[src/rtl/fp_pkg.sv]
`default_nettype none
// ============================================================================
// Module   : fp_pkg
// Purpose  : Shared definitions for the floating-point add/sub datapath:
//            default field widths, derived sum/shift widths and the
//            exception flag bundle passed on to the rounding stage.
// Ports    : none (package)
// Revision : 1.0 - initial release
// ============================================================================
package fp_pkg;

    // Default IEEE-754 single-precision field widths
    localparam int FP_MENT_WIDTH  = 23;
    localparam int FP_EXPO_WIDTH  = 8;
    localparam int FP_GUARD_WIDTH = 3;

    // Raw adder sum: carry + hidden + fraction + guard bits
    localparam int FP_W           = FP_MENT_WIDTH + FP_GUARD_WIDTH + 2;
    // Width of a left-shift amount / leading-zero count over the sum
    localparam int FP_SHIFT_WIDTH = $clog2(FP_W);

    // Exception flags, mutually exclusive per beat
    typedef struct packed {
        logic ovf;
        logic unf;
        logic zero;
    } fp_flags_t;

endpackage
`default_nettype wire

[src/rtl/fp_norm_pipe_if.sv]
`default_nettype none
// ============================================================================
// Module   : fp_norm_pipe_if
// Purpose  : Valid/ready handshake bundle between the mantissa adder, the
//            normaliser and the rounding stage.
// Ports    : in_*  - raw sum beat from the adder (valid/ready)
//            out_* - normalised beat plus flags to rounding (valid/ready)
//            modport slave  - normaliser view
//            modport master - upstream/downstream environment view
// Revision : 1.0 - initial release
// ============================================================================
interface fp_norm_pipe_if
    import fp_pkg::*;
#(
    parameter int MENT_WIDTH  = FP_MENT_WIDTH,
    parameter int EXPO_WIDTH  = FP_EXPO_WIDTH,
    parameter int GUARD_WIDTH = FP_GUARD_WIDTH
);
    localparam int W = MENT_WIDTH + GUARD_WIDTH + 2;

    logic                  in_valid;
    logic                  in_ready;
    logic                  in_sign;
    logic [EXPO_WIDTH-1:0] in_exp;
    logic [W-1:0]          in_mant;

    logic                  out_valid;
    logic                  out_ready;
    logic                  out_sign;
    logic [EXPO_WIDTH-1:0] out_exp;
    logic [W-2:0]          out_mant;
    logic                  out_ovf;
    logic                  out_unf;
    logic                  out_zero;

    modport slave (
        input  in_valid, in_sign, in_exp, in_mant, out_ready,
        output in_ready, out_valid, out_sign, out_exp, out_mant,
               out_ovf, out_unf, out_zero
    );

    modport master (
        output in_valid, in_sign, in_exp, in_mant, out_ready,
        input  in_ready, out_valid, out_sign, out_exp, out_mant,
               out_ovf, out_unf, out_zero
    );

endinterface
`default_nettype wire

[src/rtl/fp_lzc.sv]
`default_nettype none
// ============================================================================
// Module   : fp_lzc
// Purpose  : Combinational leading-zero counter. Counts zeros from the MSB
//            down to the first one; an all-zero input returns WIDTH.
// Ports    : data  [WIDTH-1:0]            - vector to scan
//            count [$clog2(WIDTH+1)-1:0]  - number of leading zeros
// Revision : 1.0 - initial release
// ============================================================================
module fp_lzc #(
    parameter int WIDTH = 27
) (
    input  wire logic [WIDTH-1:0]             data,
    output      logic [$clog2(WIDTH+1)-1:0]   count
);
    localparam int CW = $clog2(WIDTH + 1);

    // Ascending scan: the highest set bit is the last to write the count.
    always_comb begin
        count = CW'(WIDTH);
        for (int i = 0; i < WIDTH; i++) begin
            if (data[i]) begin
                count = CW'(WIDTH - 1 - i);
            end
        end
    end

endmodule
`default_nettype wire

[src/rtl/fp_norm_pipe.sv]
`default_nettype none
// ============================================================================
// Module   : fp_norm_pipe
// Purpose  : Two-stage pipelined normaliser between the mantissa adder and
//            the rounding stage. Stage 1 captures the raw sum and finds its
//            leading one; stage 2 renormalises (1-bit right shift on carry,
//            left shift on cancellation), adjusts the exponent and raises
//            overflow / underflow / zero flags.
// Ports    : clk  - clock, rising edge
//            rst  - asynchronous active-high reset
//            bus  - fp_norm_pipe_if.slave (in_* beat in, out_* beat out)
// Revision : 1.0 - initial release
// ============================================================================
module fp_norm_pipe
    import fp_pkg::*;
#(
    parameter int MENT_WIDTH  = FP_MENT_WIDTH,
    parameter int EXPO_WIDTH  = FP_EXPO_WIDTH,
    parameter int GUARD_WIDTH = FP_GUARD_WIDTH
) (
    input wire logic       clk,
    input wire logic       rst,
    fp_norm_pipe_if.slave  bus
);
    localparam int W   = MENT_WIDTH + GUARD_WIDTH + 2;
    localparam int H   = W - 2;                 // hidden-bit index
    localparam int SW  = $clog2(W);             // lzc / shift width
    localparam int EW  = EXPO_WIDTH;
    localparam int EW1 = EXPO_WIDTH + 1;        // exponent math with headroom

    // ------------------------------------------------------------------
    // Global stall: both stages move together whenever the output slot
    // is empty or being drained.
    // ------------------------------------------------------------------
    logic en;
    logic out_valid_q;

    assign en           = bus.out_ready || !out_valid_q;
    assign bus.in_ready = en;

    // ------------------------------------------------------------------
    // Stage 1: capture sum, carry/zero flags and leading-zero count
    // ------------------------------------------------------------------
    logic [SW-1:0] lzc_in;

    fp_lzc #(
        .WIDTH (H + 1)
    ) u_lzc (
        .data  (bus.in_mant[H:0]),
        .count (lzc_in)
    );

    logic          s1_valid;
    logic          s1_sign;
    logic [EW-1:0] s1_exp;
    logic [W-1:0]  s1_mant;
    logic          s1_carry;
    logic          s1_zero;
    logic [SW-1:0] s1_lzc;

    always_ff @(posedge clk or posedge rst) begin
        if (rst) begin
            s1_valid <= 1'b0;
            s1_sign  <= 1'b0;
            s1_exp   <= '0;
            s1_mant  <= '0;
            s1_carry <= 1'b0;
            s1_zero  <= 1'b0;
            s1_lzc   <= '0;
        end else if (en) begin
            s1_valid <= bus.in_valid;
            s1_sign  <= bus.in_sign;
            s1_exp   <= bus.in_exp;
            s1_mant  <= bus.in_mant;
            s1_carry <= bus.in_mant[W-1];
            s1_zero  <= (bus.in_mant == '0);
            s1_lzc   <= lzc_in;
        end
    end

    // ------------------------------------------------------------------
    // Stage 2 combinational normalisation, first matching case wins
    // ------------------------------------------------------------------
    logic [EW1-1:0] exp_ext;
    logic [EW1-1:0] exp_inc;
    logic [EW1-1:0] lzc_ext;
    logic [W-2:0]   mant_shl;

    logic           nxt_sign;
    logic [EW-1:0]  nxt_exp;
    logic [W-2:0]   nxt_mant;
    fp_flags_t      nxt_flags;

    assign exp_ext  = {1'b0, s1_exp};
    assign exp_inc  = exp_ext + EW1'(1);
    assign lzc_ext  = EW1'(s1_lzc);
    assign mant_shl = s1_mant[W-2:0] << s1_lzc;

    always_comb begin
        nxt_sign  = s1_sign;
        nxt_exp   = s1_exp;
        nxt_mant  = s1_mant[W-2:0];
        nxt_flags = '0;

        if (s1_zero) begin
            nxt_sign       = 1'b0;
            nxt_exp        = '0;
            nxt_mant       = '0;
            nxt_flags.zero = 1'b1;
        end else if (s1_carry) begin
            if (exp_inc >= {1'b0, {EW{1'b1}}}) begin
                nxt_exp       = '1;
                nxt_mant      = '0;
                nxt_flags.ovf = 1'b1;
            end else begin
                nxt_exp  = exp_inc[EW-1:0];
                // bit shifted out is folded into the sticky LSB
                nxt_mant = {s1_mant[W-1:2], s1_mant[1] | s1_mant[0]};
            end
        end else if (s1_lzc != '0) begin
            // A shift that would take the exponent to zero or below
            // cannot be represented as a normal number: flush.
            if (lzc_ext >= exp_ext) begin
                nxt_exp       = '0;
                nxt_mant      = '0;
                nxt_flags.unf = 1'b1;
            end else begin
                nxt_exp  = s1_exp - EW'(s1_lzc);
                nxt_mant = mant_shl;
            end
        end
    end

    // ------------------------------------------------------------------
    // Stage 2 output registers
    // ------------------------------------------------------------------
    logic          out_sign_q;
    logic [EW-1:0] out_exp_q;
    logic [W-2:0]  out_mant_q;
    fp_flags_t     out_flags_q;

    always_ff @(posedge clk or posedge rst) begin
        if (rst) begin
            out_valid_q <= 1'b0;
            out_sign_q  <= 1'b0;
            out_exp_q   <= '0;
            out_mant_q  <= '0;
            out_flags_q <= '0;
        end else if (en) begin
            out_valid_q <= s1_valid;
            out_sign_q  <= nxt_sign;
            out_exp_q   <= nxt_exp;
            out_mant_q  <= nxt_mant;
            out_flags_q <= nxt_flags;
        end
    end

    assign bus.out_valid = out_valid_q;
    assign bus.out_sign  = out_sign_q;
    assign bus.out_exp   = out_exp_q;
    assign bus.out_mant  = out_mant_q;
    assign bus.out_ovf   = out_flags_q.ovf;
    assign bus.out_unf   = out_flags_q.unf;
    assign bus.out_zero  = out_flags_q.zero;

endmodule
`default_nettype wire

[src/flat_wrapper.sv]
// flat-port wrapper written by rule: the top's interface ports become plain ports
module fp_norm_pipe_flat import fp_pkg::*;
#(
    parameter int MENT_WIDTH  = FP_MENT_WIDTH,
    parameter int EXPO_WIDTH  = FP_EXPO_WIDTH,
    parameter int GUARD_WIDTH = FP_GUARD_WIDTH
)
  (clk, rst, bus_in_valid, bus_in_sign, bus_in_exp, bus_in_mant, bus_out_ready, bus_in_ready, bus_out_valid, bus_out_sign, bus_out_exp, bus_out_mant, bus_out_ovf, bus_out_unf, bus_out_zero);
  fp_norm_pipe_if #(.MENT_WIDTH(MENT_WIDTH), .EXPO_WIDTH(EXPO_WIDTH), .GUARD_WIDTH(GUARD_WIDTH)) bus_i ();
  input wire logic clk;
  input wire logic rst;
  input wire logic [$bits(bus_i.in_valid)-1:0] bus_in_valid;
  input wire logic [$bits(bus_i.in_sign)-1:0] bus_in_sign;
  input wire logic [$bits(bus_i.in_exp)-1:0] bus_in_exp;
  input wire logic [$bits(bus_i.in_mant)-1:0] bus_in_mant;
  input wire logic [$bits(bus_i.out_ready)-1:0] bus_out_ready;
  output wire logic [$bits(bus_i.in_ready)-1:0] bus_in_ready;
  output wire logic [$bits(bus_i.out_valid)-1:0] bus_out_valid;
  output wire logic [$bits(bus_i.out_sign)-1:0] bus_out_sign;
  output wire logic [$bits(bus_i.out_exp)-1:0] bus_out_exp;
  output wire logic [$bits(bus_i.out_mant)-1:0] bus_out_mant;
  output wire logic [$bits(bus_i.out_ovf)-1:0] bus_out_ovf;
  output wire logic [$bits(bus_i.out_unf)-1:0] bus_out_unf;
  output wire logic [$bits(bus_i.out_zero)-1:0] bus_out_zero;
  assign bus_i.in_valid = bus_in_valid;
  assign bus_i.in_sign = bus_in_sign;
  assign bus_i.in_exp = bus_in_exp;
  assign bus_i.in_mant = bus_in_mant;
  assign bus_i.out_ready = bus_out_ready;
  assign bus_in_ready = bus_i.in_ready;
  assign bus_out_valid = bus_i.out_valid;
  assign bus_out_sign = bus_i.out_sign;
  assign bus_out_exp = bus_i.out_exp;
  assign bus_out_mant = bus_i.out_mant;
  assign bus_out_ovf = bus_i.out_ovf;
  assign bus_out_unf = bus_i.out_unf;
  assign bus_out_zero = bus_i.out_zero;
  fp_norm_pipe #(.MENT_WIDTH(MENT_WIDTH), .EXPO_WIDTH(EXPO_WIDTH), .GUARD_WIDTH(GUARD_WIDTH)) u_core (.clk(clk), .rst(rst), .bus(bus_i));
endmodule
[config.mk]
export PLATFORM = sky130hd
export DESIGN_NAME = fp_norm_pipe_flat
export DESIGN_NICKNAME = d
export VERILOG_FILES = /design/src/rtl/fp_pkg.sv /design/src/rtl/fp_norm_pipe_if.sv /design/src/rtl/fp_lzc.sv /design/src/rtl/fp_norm_pipe.sv /design/src/flat_wrapper.sv
export SDC_FILE = /design/constraint.sdc
export NUM_CORES = 1
export LEC_CHECK = 0
export CORE_MARGIN = 1
export CORE_UTILIZATION = 56
export DETAILED_ROUTE_END_ITERATION = 12
export HOLD_SLACK_MARGIN = 0.02
export PLACE_DENSITY_LB_ADDON = 0.12
export SLEW_MARGIN = 10
export SYNTH_ARGS = -nofsm -noshare
export SYNTH_HDL_FRONTEND = slang
export SYNTH_HIERARCHICAL = 1
export SYNTH_SLANG_ARGS = --single-unit
export TNS_END_PERCENT = 100
[constraint.sdc]
create_clock -name clk -period 3.64 [get_ports clk]
set_clock_uncertainty 0.05 [all_clocks]
set_input_delay 0.546 -clock clk [delete_from_list [all_inputs] [get_ports clk]]
set_output_delay 0.546 -clock clk [all_outputs]
set_load 0.05 [all_outputs]
==> impl_metrics.csv <==
group,metric,value,unit
status,outcome,"complete, no violations",
yosys,async_flop_share,100,%
sta,hold_violations,0,
setup_path,worstSetupPathType,"reg -> reg",
clocking,post_cts_buffers,0,
detailed_routing,wl_per_cell,19.7,µm
yosys,synth_cells,736,
setup_path,reg2regPathDepth,10,
sta,tightest_slew,0.707,ns
yosys,synth-edff-count,0,
grt,grt_pass1_wl,29.3,mm
setup_path,worstSetupStartpointType,"register",
placement,placed_cells,915,
power,p_per_area,529,mW/mm²
sta,fmax,342,MHz
grt,antenna_found_initial,0,
finish,layout_commonest_cell,"nand2_1",
detailed_routing,drt-pass1-iter-count,6,
detailed_routing,ant_nets,0,
finish,fin_cells,931,
floorplanning,start_util,58.5,%
clocking,clk_pin_slew,0.09,ns
sta,slew_viol_final,0,
floorplanning,rows,37,
sta,slew_headroom,52.8,%
hold_path,min_path_cells,1,
clocking,cts.sinks,84,
clocking,clkLatencyLatePin,0.36,ns
clocking,cts-root-buf,"clkbuf_8",
placement,port_buffers,81,
power,p_leak,3.02,nW
yosys,synth.distinct_cells,80,
finish,antenna_cells,0,
floorplanning,core,0.0105,mm²
placement,place_area,0.00697,mm²
setup_path,r2r-start,"u_core/s1_exp[0]$_DFFE_PP0P_",
hold_path,hp-class,"reg -> reg",
sta,setup-violations-final,0,
detailed_routing,drcViolationCount,0,
yosys,netlist_area,0.00612,mm²
placement,gp_congestion,0.936,
sta,rsz0062_at_grt,"false",
grt,grt.total_usage,33.4,%
floorplanning,die_w,107,µm
grt,grt_max_degree,47,
setup_path,worstPathRequired,3.84,ns
floorplanning,ios,82,
placement,hpwl,13.4,mm
yosys,avgSynthCellArea,8.31,µm²
power,irDropWorstVdd,0.319,mV
setup_path,critPathLaunch,"u_core/s1_exp[0]$_DFFE_PP0P_",
finish,drive_gt1_share,9.94,%
job,cap_violations,0,
clocking,htreeDepth,3,
floorplanning,dieArea,0.0113,mm²
clocking,cts_buffers,9,
yosys,yosysSeqAreaShare,34.4,%
setup_path,reg2reg_to,"u_core/bus.out_mant[12]$_DFFE_PP0P_",
grt,grt_pass1_vias,5872,
finish,nets,839,
setup_path,worstPathMaxFanout,10,
grt,overflow,0,
sta,tns,0,ns
clocking,hold_buffers,0,
clocking,clockBufferDepth,2,
clocking,tritoncts,"yes",
yosys,ys_seq_elements,84,
finish,layout_common_cells,"nand2_1, dfrtp_1, clkdlybuf4s50_1",
detailed_routing,drt-initial-drc-count,632,
yosys,yosys_most_used_dff,"dfrtp_1",
sta,layout_min_cycle_time,2.93,ns
finish,area_growth_syn_to_layout,17.3,%
setup_path,crit_end,"u_core/bus.out_mant[12]$_DFFE_PP0P_",
setup_path,end_kind,"register",
sta,whs,0.418,ns
power,power,3.79,mW
sta,finalCritPeriodShare,80.4,%
finish,final_area,0.00717,mm²
yosys,syn_nets,785,
setup_path,reg2reg_slack,0.71,ns
detailed_routing,routed_wl,18.3,mm
detailed_routing,vias_per_cell,6.57,
clocking,cts_resized,0,
setup_path,arrival,3.13,ns
floorplanning,fp.dieH,107,µm
detailed_routing,dr_total_vias,6121,
yosys,yosysWarnings,6,
stage by stage:
stage / worst slack (ns) / util (%)
CTS: 0.751 / 68.6
finish: 0.713 / 68.6
floorplan: 0.693 / -
global route: 0.567 / 68.6
detailed placement: 0.771 / 66.6
global placement: 0.887 / 66.6
layer usage:
metal	vias to the layer above	track usage (%)	part of all wire [%]
li1	2806	-	-
met4	0	17.8	3.9
met1	2870	46.0	43
met5	-	0	0
met2	396	49.8	43
met3	49	6.19	9.9
worst min-delay path by stage:
| stage | from | endpoint | slack (ns) |
|---|---|---|---|
| after floorplan | u_core/s1_valid$_DFFE_PP0P_ | u_core/s1_valid$_DFFE_PP0P_ | 0.38 |
| after global placement | u_core/s1_valid$_DFFE_PP0P_ | u_core/s1_valid$_DFFE_PP0P_ | 0.39 |
| after detailed placement | u_core/s1_valid$_DFFE_PP0P_ | u_core/bus.out_valid$_DFFE_PP0P_ | 0.40 |
| after CTS | u_core/s1_valid$_DFFE_PP0P_ | u_core/bus.out_valid$_DFFE_PP0P_ | 0.42 |
| after global routing | u_core/s1_valid$_DFFE_PP0P_ | u_core/s1_valid$_DFFE_PP0P_ | 0.44 |
| final | u_core/s1_valid$_DFFE_PP0P_ | u_core/bus.out_valid$_DFFE_PP0P_ | 0.42 |
synth_stat cells (5+ instances only):
cell type    n  area, µm²
nand2_1    195        732
dfrtp_1     84       2100
nor2_1      44        165
clkbuf_1    36        135
o21ai_0     33        165
a21oi_1     29        145
mux2i_1     26        260
a221oi_1    20        175
mux2_2      18        203
o31ai_1     18        135
inv_1       15       56.3
nor4_1      15       93.8
mux4_2      12        270
nor3_1      11       55.1
nand3_1      9       45.0
a31oi_1      8       50.1
buf_2        7       35.0
ha_1         7       87.6
nor2b_1      7       43.8
o22ai_1      7       43.8
a211oi_1     6       45.0
a22o_1       6       52.6
nand4_1      6       37.5
a32o_1       5       50.1
buf_6        5       56.3
nand2b_1     5       31.3
report_power, final:
part	switching (mW)	leakage (nW)	internal (mW)
Sequential	0.200	1.02	1.11
Combinational	1.13	1.90	0.680
Clock	0.359	0.0958	0.320
Total	1.69	3.02	2.11
kinds of logic (layout without fill, tap and decap cells):
group	Yosys count	after routing	synth area share [%]
AO/OA/AOI/OAI	187	187	21.9
multiplexers	56	56	12.0
flip-flops	84	84	34.4
XOR/XNOR	8	8	1.15
AND/OR/NAND/NOR	318	318	23.1
adder cells (fa/ha/maj)	8	8	1.76
buffers and inverters	75	134	5.73
flip-flops by register name, summed over array words and instances (netlist names), 5 cells and up:
register	cells
u_core/s1_mant	28
u_core/bus.out_mant	27
u_core/bus.out_exp	8
u_core/s1_exp	8
u_core/s1_lzc	5
final cells by class:
class,count,area [µm²]
Clock inverter,7,76.3
Inverter,19,72.6
Fill cell,905,3290
Multi-Input combinational cell,577,3670
Sequential cell,84,2100
Clock buffer,9,124
Timing Repair Buffer,99,956
Tap cell,136,170
critical path, cell delays in order (launching register included):
cell and delay (ns):
dfrtp_1 0.44, inv_1 0.15, ha_1 0.16, inv_1 0.06, fa_1 0.43, a211oi_1 0.32, o21ai_1 0.24, nand3_4 0.23
nor2_2 0.13, a221o_1 0.34, a32o_1 0.27
Note: power is estimated with default switching activity, not from simulation.
